File: config.mk
export PLATFORM = sky130hd
export DESIGN_NAME = vga_plot_arbiter_flat
export DESIGN_NICKNAME = d
export VERILOG_FILES = /design/src/rtl/vga_plot_arbiter_pkg.sv /design/src/rtl/vga_plot_arbiter_if.sv /design/src/rtl/vga_plot_arbiter_rr_grant.sv /design/src/rtl/vga_plot_arbiter.sv /design/src/flat_wrapper.sv
export SDC_FILE = /design/constraint.sdc
export NUM_CORES = 1
export LEC_CHECK = 0
export ABC_AREA = 0
export CORE_AREA = 2 2 61 85
export DETAILED_ROUTE_END_ITERATION = 10
export DIE_AREA = 0 0 63 87
export MAX_ROUTING_LAYER = met4
export PLACE_DENSITY_LB_ADDON = 0.12
export SYNTH_ARGS = -nofsm -noshare
export SYNTH_HDL_FRONTEND = slang
export SYNTH_SLANG_ARGS = --single-unit
File: constraint.sdc
create_clock -name clk -period 3.3 [get_ports clk]
set_input_delay 0.495 -clock clk [delete_from_list [all_inputs] [get_ports clk]]
set_output_delay 0.495 -clock clk [all_outputs]
set_load 0.05 [all_outputs]
File: src/rtl/vga_plot_arbiter_pkg.sv
// vga_pkg: shared constants and types for the VGA pixel-write arbiter.
// Contents:
//   VGA_X_MAX / VGA_Y_MAX : visible raster size of the 160x120 vga_adapter
//   colour_t, BLACK, WHITE: 3-bit RGB colour (one bit per channel)
//   arb_state_t           : arbiter state (ARB = free round-robin, LOCK = burst)
// Optional feature macro used by the top: VGA_ARB_BOUNDS_CHECK_EN.
package vga_pkg;

  localparam int VGA_X_MAX = 160;
  localparam int VGA_Y_MAX = 120;

  typedef logic [2:0] colour_t;

  localparam colour_t BLACK = 3'b000;
  localparam colour_t WHITE = 3'b111;

  typedef enum logic {
    ARB  = 1'b0,
    LOCK = 1'b1
  } arb_state_t;

endpackage

File: src/rtl/vga_plot_arbiter_if.sv
// vga_plot_arbiter_if: bundles the pixel-source handshake and the adapter-side
// pixel outputs of vga_plot_arbiter.
// Signals:
//   req_valid/req_lock [N_REQ]      : per-source offer and burst-lock request
//   req_x/req_y/req_colour (packed) : per-source pixel, slice i = source i
//   req_ready [N_REQ]               : one-hot or zero grant back to the sources
//   x_out/y_out/colour_out/plot_out : registered write to the vga_adapter
//   owner                           : current or last granted source (debug)
// Modports: master = pixel sources + adapter side, slave = the arbiter.
interface vga_plot_arbiter_if #(
  parameter int N_REQ = 3,
  parameter int X_W   = 8,
  parameter int Y_W   = 7,
  parameter int C_W   = 3
);

  localparam int OW = $clog2(N_REQ);

  logic [N_REQ-1:0]     req_valid;
  logic [N_REQ-1:0]     req_lock;
  logic [N_REQ*X_W-1:0] req_x;
  logic [N_REQ*Y_W-1:0] req_y;
  logic [N_REQ*C_W-1:0] req_colour;
  logic [N_REQ-1:0]     req_ready;
  logic [X_W-1:0]       x_out;
  logic [Y_W-1:0]       y_out;
  logic [C_W-1:0]       colour_out;
  logic                 plot_out;
  logic [OW-1:0]        owner;

  modport master (
    output req_valid, req_lock, req_x, req_y, req_colour,
    input  req_ready, x_out, y_out, colour_out, plot_out, owner
  );

  modport slave (
    input  req_valid, req_lock, req_x, req_y, req_colour,
    output req_ready, x_out, y_out, colour_out, plot_out, owner
  );

endinterface

File: src/rtl/vga_plot_arbiter_rr_grant.sv
// rr_grant: combinational round-robin picker, reusable by other arbiters.
// Ports:
//   valid [N_REQ] : requesting sources
//   ptr   [PTR_W] : highest-priority index; search goes upward and wraps
//   grant [N_REQ] : one-hot first valid source from ptr, or zero if none
module rr_grant #(
  parameter int N_REQ = 3,
  parameter int PTR_W = $clog2(N_REQ)
) (
  input  logic [N_REQ-1:0] valid,
  input  logic [PTR_W-1:0] ptr,
  output logic [N_REQ-1:0] grant
);

  logic             found;
  logic [PTR_W-1:0] idx;

  always_comb begin
    grant = '0;
    found = 1'b0;
    idx   = '0;
    for (int k = 0; k < N_REQ; k++) begin
      idx = PTR_W'((int'(ptr) + k) % N_REQ);
      if (!found && valid[idx]) begin
        grant[idx] = 1'b1;
        found      = 1'b1;
      end
    end
  end

endmodule

File: src/rtl/vga_plot_arbiter.sv
// vga_plot_arbiter: shares the single pixel-write port of the 160x120
// vga_adapter between N_REQ pixel sources using round-robin with burst lock.
// Ports:
//   clk    : CLOCK_50, the only clock
//   resetn : asynchronous active-low reset (KEY[3])
//   bus    : vga_plot_arbiter_if.slave (source handshake + adapter outputs)
// Timing: a pixel accepted at edge k appears on x/y/colour with plot_out=1
// during cycle k+1.
// Optional feature: define VGA_ARB_BOUNDS_CHECK_EN to suppress plot_out for
// off-screen pixels (they are still handshaken and update rr/lock state).
module vga_plot_arbiter
  import vga_pkg::*;
#(
  parameter int N_REQ = 3,
  parameter int X_W   = 8,
  parameter int Y_W   = 7,
  parameter int C_W   = 3
) (
  input logic               clk,
  input logic               resetn,
  vga_plot_arbiter_if.slave bus
);

  localparam int OW = $clog2(N_REQ);

  arb_state_t       state;
  logic [OW-1:0]    rr_ptr;
  logic [OW-1:0]    owner_q;
  logic [OW-1:0]    grant_idx;
  logic [N_REQ-1:0] rr_vec;
  logic [N_REQ-1:0] owner_mask;
  logic [N_REQ-1:0] ready;
  logic [X_W-1:0]   sel_x, x_q;
  logic [Y_W-1:0]   sel_y, y_q;
  logic [C_W-1:0]   sel_c, c_q;
  logic             accept;
  logic             do_plot;
  logic             plot_q;

  function automatic logic [OW-1:0] next_idx(input logic [OW-1:0] i);
    return (int'(i) == N_REQ - 1) ? '0 : i + OW'(1);
  endfunction

  rr_grant #(.N_REQ(N_REQ), .PTR_W(OW)) u_rr_grant (
    .valid (bus.req_valid),
    .ptr   (rr_ptr),
    .grant (rr_vec)
  );

  // Ready is forced low during reset so no source sees a grant that the
  // registers cannot take.
  always_comb begin
    owner_mask          = '0;
    owner_mask[owner_q] = 1'b1;
    if (!resetn)
      ready = '0;
    else if (state == LOCK)
      ready = owner_mask & bus.req_valid;
    else
      ready = rr_vec;
  end

  // ready is a subset of req_valid, so any set bit is an accept.
  assign accept = |ready;

  always_comb begin
    grant_idx = '0;
    sel_x     = '0;
    sel_y     = '0;
    sel_c     = '0;
    for (int i = 0; i < N_REQ; i++) begin
      if (ready[i]) begin
        grant_idx = OW'(i);
        sel_x     = bus.req_x[i*X_W +: X_W];
        sel_y     = bus.req_y[i*Y_W +: Y_W];
        sel_c     = bus.req_colour[i*C_W +: C_W];
      end
    end
  end

`ifdef VGA_ARB_BOUNDS_CHECK_EN
  assign do_plot = accept && (int'(sel_x) < VGA_X_MAX) && (int'(sel_y) < VGA_Y_MAX);
`else
  assign do_plot = accept;
`endif

  // In LOCK the pointer is only moved on release; leaving LOCK needs no
  // accept, so a stalled owner can still hand the port back.
  always_ff @(posedge clk or negedge resetn) begin
    if (!resetn) begin
      state   <= ARB;
      rr_ptr  <= '0;
      owner_q <= '0;
      plot_q  <= 1'b0;
      x_q     <= '0;
      y_q     <= '0;
      c_q     <= C_W'(BLACK);
    end else begin
      plot_q <= do_plot;
      if (do_plot) begin
        x_q <= sel_x;
        y_q <= sel_y;
        c_q <= sel_c;
      end
      case (state)
        ARB: begin
          if (accept) begin
            rr_ptr  <= next_idx(grant_idx);
            owner_q <= grant_idx;
            if (bus.req_lock[grant_idx])
              state <= LOCK;
          end
        end
        LOCK: begin
          if (!bus.req_lock[owner_q]) begin
            state  <= ARB;
            rr_ptr <= next_idx(owner_q);
          end
        end
        default: state <= ARB;
      endcase
    end
  end

  assign bus.req_ready  = ready;
  assign bus.x_out      = x_q;
  assign bus.y_out      = y_q;
  assign bus.colour_out = c_q;
  assign bus.plot_out   = plot_q;
  assign bus.owner      = owner_q;

endmodule

File: src/flat_wrapper.sv
// flat-port wrapper written by rule: the top's interface ports become plain ports
module vga_plot_arbiter_flat import vga_pkg::*;
#(
  parameter int N_REQ = 3,
  parameter int X_W   = 8,
  parameter int Y_W   = 7,
  parameter int C_W   = 3
)
  (clk, resetn, bus_req_valid, bus_req_lock, bus_req_x, bus_req_y, bus_req_colour, bus_req_ready, bus_x_out, bus_y_out, bus_colour_out, bus_plot_out, bus_owner);
  vga_plot_arbiter_if #(.N_REQ(N_REQ), .X_W(X_W), .Y_W(Y_W), .C_W(C_W)) bus_i ();
  input logic clk;
  input logic resetn;
  input wire logic [$bits(bus_i.req_valid)-1:0] bus_req_valid;
  input wire logic [$bits(bus_i.req_lock)-1:0] bus_req_lock;
  input wire logic [$bits(bus_i.req_x)-1:0] bus_req_x;
  input wire logic [$bits(bus_i.req_y)-1:0] bus_req_y;
  input wire logic [$bits(bus_i.req_colour)-1:0] bus_req_colour;
  output wire logic [$bits(bus_i.req_ready)-1:0] bus_req_ready;
  output wire logic [$bits(bus_i.x_out)-1:0] bus_x_out;
  output wire logic [$bits(bus_i.y_out)-1:0] bus_y_out;
  output wire logic [$bits(bus_i.colour_out)-1:0] bus_colour_out;
  output wire logic [$bits(bus_i.plot_out)-1:0] bus_plot_out;
  output wire logic [$bits(bus_i.owner)-1:0] bus_owner;
  assign bus_i.req_valid = bus_req_valid;
  assign bus_i.req_lock = bus_req_lock;
  assign bus_i.req_x = bus_req_x;
  assign bus_i.req_y = bus_req_y;
  assign bus_i.req_colour = bus_req_colour;
  assign bus_req_ready = bus_i.req_ready;
  assign bus_x_out = bus_i.x_out;
  assign bus_y_out = bus_i.y_out;
  assign bus_colour_out = bus_i.colour_out;
  assign bus_plot_out = bus_i.plot_out;
  assign bus_owner = bus_i.owner;
  vga_plot_arbiter #(.N_REQ(N_REQ), .X_W(X_W), .Y_W(Y_W), .C_W(C_W)) u_core (.clk(clk), .resetn(resetn), .bus(bus_i));
endmodule
==> out/metrics.csv <==
stage,metric,value,unit
logic_synthesis,syn_nets,287,
global_routing,pin count of the biggest net entering global routing,35,
logic_synthesis,sequential fraction of the synthesis area,0.313,
placement,placed cells,360,
finish,final net count,367,
routing,"wirelength, routed",5510,um
setup_path,crit path capture,bus_req_ready[0],
finish,most frequent cells in the layout,"81 x clkdlybuf4s50_1, 28 x nand2_1, 24 x dfrtp_1",
cts,Root Buffer,clkbuf_8,
setup_path,R2R Setup Slk,0.50,ns
sta,endpoints failing setup,0,
logic_synthesis,Synth Instances,221,
cts,worst-case clock buffer depth,2,
sta,Tcrit/Tclk final,0.923,
routing,DRT Pass-1 Iters,6,
placement,Routability Congestion,0.761,
global_routing,initial antenna violation count,0,
sta,worst relative slew slack,0.628,
setup_path,critical path endpoint category,primary output,
worst_hold_path,hold crit path type,input pin to asynchronous set/reset pin,
cts,CTS Buf Count,3,
logic_synthesis,Synth Register Bits,24,
floorplan,height of the die,87,um
setup_path,R2R depth,10,
finish,"non-filler cells, final",364,
placement,dpl hpwl,4240,um
pwr,Net Sw Power,1720,uW
sta,Hold WS,0.0847,ns
sta,TNS Setup,0,ns
pwr,Comb pwr share,0.760,
finish,fillcell total,474,
setup_path,"Arr. time, crit path",2.55,ns
routing,Iter 0 DRT Violations,76,
pwr,maximum vdd drop,0.000543,V
global_routing,GR Overflow Total,0,
cts,CTS tree,yes,
sta,clk_skew,0.0106,ns
global_routing,vias in the first global route,1905,
logic_synthesis,ys async rst share,1.00,
setup_path,worst stage delay on the critical path,0.42,ns
setup_path,Worst R2R End,u_core.bus.y_out[6],
pwr,Internal,1530,uW
logic_synthesis,Post-synth top flop,dfrtp_1,
pwr,Sw Ratio,0.529,
setup_path,CP most frequent cell,mux2i_1,
setup_path,worst setup path start,u_core.rr_ptr[1],
routing,via-per-instance ratio,5.25,
floorplan,Initial Utilization,0.402,
global_routing,GRT Overall Usage,0.217,
routing,via count,1910,
pwr,Reg power frac,0.175,
routing,# DRC,0,
setup_path,"Slowest-stage cell, CP",dfrtp_1,
finish,"commonest non-fill, non-tap cell in the layout",clkdlybuf4s50_1,
floorplan,Die Area,5480,sq um
floorplan,DIE WIDTH,63,um
sta,Final min period,3.05,ns
cts,clock transition at the registers of the reported paths,0.10,ns
floorplan,I/O Pins,86,
pwr,Clock Power Share,0.065,
sta,final hold vios,0,
setup_path,CP max FO,19,
setup_path,reg2reg start,u_core.rr_ptr[1],
setup_path,critical path data required time,2.80,ns
logic_synthesis,Post-synth EDFFs,0,
finish,area added between synthesis and finish,49.5,%
placement,PortBufs,85,
pwr,Pwr Total,3250,uW
cts,postcts setup bufs,0,
floorplan,Core Footprint,4770,sq um
sta,maximum clock rate,328,MHz
global_routing,first-pass GRT wire length,9170,um
cts,post-CTS sizing,0,
sta,Least-Margin Pin Slew,0.556,ns
routing,Post-DRT Antenna Nets,0,
finish,Ant. Diodes,0,
pwr,Lkg Pwr,0.00114,uW
cts,CTS sink count,24,
logic_synthesis,"Cell Area, Synth",1920,sq um
setup_path,CP Launch Type,flip-flop,
logic_synthesis,syn_area_per_cell,8.68,sq um
sta,Max Slew Vio Count,0,
flow_run,max-cap violation count,0,
routing,wire per inst,15.1,um
setup_path,worst-path cell chain,"inv_1, ha_1, mux2i_1, mux2i_1, a211o_1, o211a_1, buf_4, buf_12",
run_status,outcome,finished clean,
setup_path,kind of critical path,flip-flop to primary output,
floorplan,std cell rows,30,
cts,H-tree Lvls,1,
sta,RSZ-0062 raised after global routing,false,
cts,clock latency at the later pin of the worst-skew pair,0.28,ns
cts,hold_buf cts,0,
finish,share of layout cells above drive strength 1,0.127,
logic_synthesis,Yosys cell types,41,
pwr,Power Density,1130,nW/um^2
logic_synthesis,Ys Warns,0,
-- sequential cells by signal, summed over array words and instances, names as in the netlist --
signal / cells
u_core.state: 1
u_core.bus.owner: 2
u_core.rr_ptr: 2
u_core.bus.colour_out: 3
u_core.bus.x_out: 8
u_core.bus.y_out: 7
u_core.bus.plot_out: 1
-- worst max-delay path: cells and delay by family, from the launching register on --
kind	cells	cell delay (ns)
buffers and inverters	3	0.52
DFF	1	0.42
adders and majority gates	1	0.30
muxes	2	0.48
AOI/OAI and AO/OA	2	0.56
-- worst min-delay path by stage --
stage           start                  endpoint  cells after the start
6_report       resetn       u_core.bus.owner[1]                      1
5_1_grt        resetn       u_core.bus.owner[1]                      1
4_1_cts        resetn       u_core.bus.owner[1]                      1
2_1_floorplan  resetn  u_core.bus.colour_out[0]                      0
3_5_place_dp   resetn       u_core.bus.owner[1]                      1
3_3_place_gp   resetn       u_core.bus.owner[1]                      1
-- cell families (layout without fill, tap and decap cells) --
group	count (synthesis)	count (layout)	share of synthesized area
compound gates	81	81	0.305
buf+inv	23	102	0.0711
fa+ha+maj	4	4	0.0261
simple gates	84	84	0.259
flops	24	24	0.313
mux	5	5	0.0261
-- power groups by stage --
stage	registers, uW	logic [uW]	clock network [uW]
6_report	566	2470	212
5_1_grt	588	2700	229
4_1_cts	570	2500	214
3_5_place_dp	574	2490	0
3_3_place_gp	570	2470	0
2_1_floorplan	995	1420	0
-- through the flow --
| step | setup slack [ns] | util | area (sq um) |
|---|---|---|---|
| floorplan | 0.790 | - | 1920 |
| global placement | 0.424 | 0.590 | 2810 |
| detailed placement | 0.365 | 0.590 | 2810 |
| CTS | 0.252 | 0.602 | 2870 |
| global route | 0.125 | 0.602 | 2870 |
| finish | 0.253 | 0.602 | 2870 |
-- Yosys cell counts (2+ instances only) --
| cell | number | area, sq um |
|---|---|---|
| mux2i_1 | 5 | 50.1 |
| nor3_1 | 3 | 15.0 |
| nand2_1 | 28 | 105 |
| nor2_1 | 21 | 78.8 |
| o21a_1 | 19 | 143 |
| dfrtp_1 | 24 | 601 |
| buf_2 | 4 | 20.0 |
| ha_1 | 4 | 50.1 |
| buf_4 | 2 | 15.0 |
| nand2b_1 | 2 | 12.5 |
| inv_1 | 5 | 18.8 |
| clkbuf_1 | 6 | 22.5 |
| o221ai_2 | 2 | 30.0 |
| a211oi_1 | 2 | 15.0 |
| nand3b_1 | 3 | 22.5 |
| a21oi_1 | 22 | 110 |
| o21ai_1 | 10 | 50.1 |
| buf_6 | 5 | 56.3 |
| nor3b_2 | 10 | 125 |
| nor2b_1 | 4 | 25.0 |
| nor3b_1 | 9 | 67.6 |
| o21ai_0 | 12 | 60.1 |
-- layout make-up --
cell class	count	area [sq um]	area share
inverter	6	22.5	0.00785
timing repair buffer	92	928	0.324
tap	64	80.1	0.0279
clock buffer	4	55.1	0.0192
sequential	24	601	0.209
multi-input combinational	174	1180	0.412
-- per-layer routing --
metal / track usage / wire [um]
met5: - / 0
met4: 0.0747 / 109
met3: 0.0207 / 182
met2: 0.393 / 2990
met1: 0.250 / 2230
No activity file was read; power rests on OpenSTA's default activity.
